File: config.mk
export PLATFORM = sky130hd
export DESIGN_NAME = serial_char_deserializer
export DESIGN_NICKNAME = d
export VERILOG_FILES = /design/src/rtl/serial_char_deserializer.sv
export SDC_FILE = /design/constraint.sdc
export NUM_CORES = 1
export LEC_CHECK = 0
export ABC_CLOCK_PERIOD_IN_PS = 1650
export CORE_MARGIN = 2
export CORE_UTILIZATION = 48
export CTS_CLUSTER_DIAMETER = 80
export CTS_CLUSTER_SIZE = 24
export DETAILED_ROUTE_END_ITERATION = 8
export PLACE_DENSITY = 0.75
export SLEW_MARGIN = 5
export SYNTH_ARGS = -nofsm -noshare
export SYNTH_HDL_FRONTEND = slang
export SYNTH_SLANG_ARGS = --single-unit
File: constraint.sdc
create_clock -name clk -period 1.65 [get_ports clk]
set_clock_uncertainty 0.15 [all_clocks]
set_input_delay 0.2475 -clock clk [delete_from_list [all_inputs] [get_ports clk]]
set_output_delay 0.2475 -clock clk [all_outputs]
set_load 0.03 [all_outputs]
File: src/rtl/serial_char_deserializer.sv
// Serial-to-parallel character deserializer with a valid/ready holding register and overrun flag.
// Optional PARITY_CHECK_EN: appends one parity bit per frame and adds the parity_err output.
module serial_char_deserializer #(
    parameter int WIDTH     = 7,
    parameter bit MSB_FIRST = 1'b1
`ifdef PARITY_CHECK_EN
    ,
    parameter bit PARITY_ODD = 1'b0
`endif
) (
    input  logic             clk,
    input  logic             rst,
    input  logic             data,
    input  logic             data_valid,
    input  logic             frame_clr,
    input  logic             out_ready,
    output logic [WIDTH-1:0] char_out,
    output logic             char_valid,
    output logic             overrun
`ifdef PARITY_CHECK_EN
    ,
    output logic             parity_err
`endif
);

`ifdef PARITY_CHECK_EN
    localparam int FL = WIDTH + 1;
`else
    localparam int FL = WIDTH;
`endif
    localparam int             CW   = $clog2(FL);
    localparam logic [CW-1:0]  LAST = CW'(FL - 1);

    logic [CW-1:0]    cnt;
    logic [WIDTH-1:0] shreg;
    logic [WIDTH-1:0] shreg_next;
    logic [WIDTH-1:0] new_char;
    logic             done;
    logic             hold_free;
`ifdef PARITY_CHECK_EN
    logic             new_perr;
`endif

    always_comb begin
        shreg_next = shreg;
        if (MSB_FIRST) begin
            shreg_next = {shreg[WIDTH-2:0], data};
        end else begin
            shreg_next = {data, shreg[WIDTH-1:1]};
        end
        done      = data_valid && !frame_clr && (cnt == LAST);
        hold_free = !char_valid || out_ready;
`ifdef PARITY_CHECK_EN
        // The final bit of the frame is the parity bit; data bits are already in shreg.
        new_char  = shreg;
        new_perr  = ((^shreg) ^ data) != PARITY_ODD;
`else
        new_char  = shreg_next;
`endif
    end

    always_ff @(posedge clk) begin
        if (!rst) begin
            cnt        <= '0;
            shreg      <= '0;
            char_out   <= '0;
            char_valid <= 1'b0;
            overrun    <= 1'b0;
`ifdef PARITY_CHECK_EN
            parity_err <= 1'b0;
`endif
        end else begin
            overrun <= 1'b0;

            if (frame_clr) begin
                cnt   <= '0;
                shreg <= '0;
            end else if (data_valid) begin
                if (cnt == LAST) begin
                    cnt   <= '0;
                    shreg <= '0;
                end else begin
                    cnt   <= cnt + CW'(1);
                    shreg <= shreg_next;
                end
            end

            // A completed frame either replaces the held character or is dropped with an overrun pulse.
            if (done) begin
                if (hold_free) begin
                    char_out   <= new_char;
                    char_valid <= 1'b1;
`ifdef PARITY_CHECK_EN
                    parity_err <= new_perr;
`endif
                end else begin
                    overrun <= 1'b1;
                end
            end else if (char_valid && out_ready) begin
                char_valid <= 1'b0;
            end
        end
    end

endmodule
==> impl_metrics.csv <==
group,metric,value,unit
synth,avgSynthCellArea,9.24,um^2
layout,stdcell_count,114,
worst_setup_path,cp_top_family,"buffers and inverters",
worst_setup_path,worstRegToRegCells,4,
worst_setup_path,crit_type,"reg2out",
synth,synth_cells,81,
power_and_ir_drop,p_total,0.755,mW
worst_setup_path,cp_slowest_cell,"dlygate4sd2_1",
worst_setup_path,critPathMaxStageDelay,400,ps
power_and_ir_drop,intPower,0.593,mW
layout,drive_above_1_share,11.2,%
synth,syn_nets,87,
layout,nets,105,
grt,grt_pass1_wl,2.30,mm
timing,maxSlewViolCount,0,
placement,place_hpwl,938,um
worst_setup_path,cp_num_buf_inv,1,
grt,grt-busiest-layer,"met2",
power_and_ir_drop,switching_share,21.5,%
detailed_routing,dr.pass1.iters,4,
power_and_ir_drop,clkPwrFrac,36.3,%
detailed_routing,drc,0,
synth,synth_flop_cell,"dfxtp_1",
worst_setup_path,r2r-start,"cnt[0]",
synth,synth-seq-area-share,48.2,%
grt,grt_util_met3,6.25,%
clock_network,clock-sinks,18,
detailed_routing,vias,582,
die,start_util,50.3,%
placement,portBuffers,14,
worst_setup_path,cp_max_fo,2,
power_and_ir_drop,ir_worst_vdd,0.000517,V
layout,area_growth,25.1,%
grt,grt_max_degree,18,
timing,period_share,88.7,%
clock_network,numCtsBuffers,3,
die,die_x,43.5,um
worst_setup_path,critPathArrivalTime,1070,ps
die,fp-row-count,14,
synth,ys_types,20,
clock_network,clkTransAtPathRegs,100,ps
clock_network,cts-root-buf,"clkbuf_4",
layout,final_common_cell,"dfxtp_1",
grt,antenna_found_initial,0,
placement,numPlacedInstances,110,
timing,max_freq,683,MHz
die,core,0.00149,mm^2
timing,rsz0062_at_grt,"false",
die,pin_count,15,
job,drv_cap,0,
hold_path,hp-class,"reg2reg",
layout,mostFrequentLayoutCells,"dfxtp_1, nand2_1, a21oi_1, dlygate4sd2_1",
clock_network,cts_buffer_depth,2,
timing,final-hold-violation-count,0,
synth,ys_async_sr_fraction,0,%
timing,fin_ws,187,ps
grt,grt_pass1_vias,495,
worst_setup_path,path_cells,"dlygate4sd2_1",
timing,max_slew_margin,77.6,%
synth,synth_edf_count,0,
die,die_y,43.5,um
power_and_ir_drop,power_frac_seq,58.2,%
detailed_routing,ant_nets,0,
worst_setup_path,startpoint_type,"register",
timing,setup_viol,0,
power_and_ir_drop,p_comb_share,5.5,%
synth,synth-seq-cells,18,
timing,tightest_slew,336,ps
placement,routabilityCongestion,0.685,
layout,n_antenna_cell,0,
worst_setup_path,cp-end-kind,"output port",
clock_network,clock_latency,300,ps
hold_path,hold_depth,2,
die,dieArea,0.00189,mm^2
clock_network,htree_levels,1,
detailed_routing,drt-initial-drc-count,9,
worst_setup_path,r2r_slack,250,ps
power_and_ir_drop,p_switching,0.162,mW
power_and_ir_drop,power_density,807,mW/mm^2
hold_path,hp-start,"char_out[6]",
synth,yosysWarnings,0,
clock_network,cts_tree,"yes",
timing,period_needed,1460,ps
detailed_routing,drt-total-wl,1.29,mm
grt,grt_remaining_overflow,0,
grt,use_met1,23.2,%
run_status,outcome,"finished clean",
synth,synth_area,748,um^2
clock_network,postCtsSetupRepairBufs,0,
detailed_routing,via_per_inst,5.11,
grt,grtUsageTotal,16.7,%
hold_path,worstHoldEndpoint,"char_out[6]",
worst_setup_path,reg2reg_to,"char_out[2]",
power_and_ir_drop,p_leak,0.348,nW
detailed_routing,routedWlPerCell,11.4,um
placement,preCtsSetupSlack,-122,ps
grt,use_met2,23.3,%
worst_setup_path,cp.required,1250,ps
## layout make-up
| cell class | count | area (um^2) |
|---|---|---|
| well taps | 16 | 20.0 |
| clock buffers | 4 | 36.3 |
| flip-flops and latches | 18 | 360 |
| repair buffers | 18 | 159 |
| fillers | 131 | 553 |
| multi-input cells | 58 | 360 |
## registers in the layout, summed over array words and instances (netlist names)
register / count
char_out: 7
shreg: 6
cnt: 3
char_valid: 1
overrun: 1
## kinds of logic (layout without fill, tap and decap cells)
logic type             after synthesis  count (layout)  synth area share [%]
and+or+nand+nor                     40              40                  31.1
DFF                                 18              18                  48.2
AOI/OAI and AO/OA                   11              11                  7.69
muxes                                7               7                  9.36
buffers and inverters                5              22                  3.68
## power groups by stage
stage               combinational, mW  clock, mW  sequential, mW
floorplan                      0.0258          0           0.449
global placement               0.0407          0           0.449
detailed placement             0.0415          0           0.450
CTS                            0.0415      0.285           0.440
global route                   0.0451      0.304           0.440
finish                         0.0414      0.274           0.440
## how the worst max path moves through the flow
stage,end,cells after the start,slack [ps],startpoint
final,char_out[2],1,190,char_out[2]
after global routing,char_out[2],1,130,char_out[2]
after CTS,char_out[2],1,180,char_out[2]
after detailed placement,char_out[2],5,-120,out_ready
after global placement,char_out[3],5,-70,out_ready
after floorplan,char_out[0],3,120,char_valid
## cell usage after synthesis (2+ instances only)
library cell | count | area share (%)
dfxtp_1 | 18 | 48
mux2i_1 | 7 | 9.4
nand3_1 | 6 | 4.0
nand2b_1 | 7 | 5.9
a21oi_1 | 9 | 6.0
clkbuf_1 | 2 | 1.0
nand2_1 | 16 | 8.0
buf_4 | 2 | 2.0
nand3b_1 | 3 | 3.0
## metrics by stage
step           hold WS, ps  setup TNS, ps  utilization, %  cell area (um^2)
3_5_place_dp           301           -602            61.2               911
4_1_cts                318              0            62.9               936
3_3_place_gp           293           -409            61.2               911
5_1_grt                345              0            62.9               936
2_1_floorplan          240              0               -               748
6_report               312              0            62.9               936
## metal layers
metal	vias up	wire length, um	share of wire [%]
met3	4	50	3.9
met1	260	656	51
met2	11	563	44
met5	-	0	0
met4	0	23	1.8
li1	307	-	-
## timing repair
action | 4_1_cts | 5_1_grt
endpoints found under the setup margin | 9 | 0
gates resized for setup | 9 | 0
hold buffers | 0 | 0
Note: power is estimated with default switching activity, not from simulation.
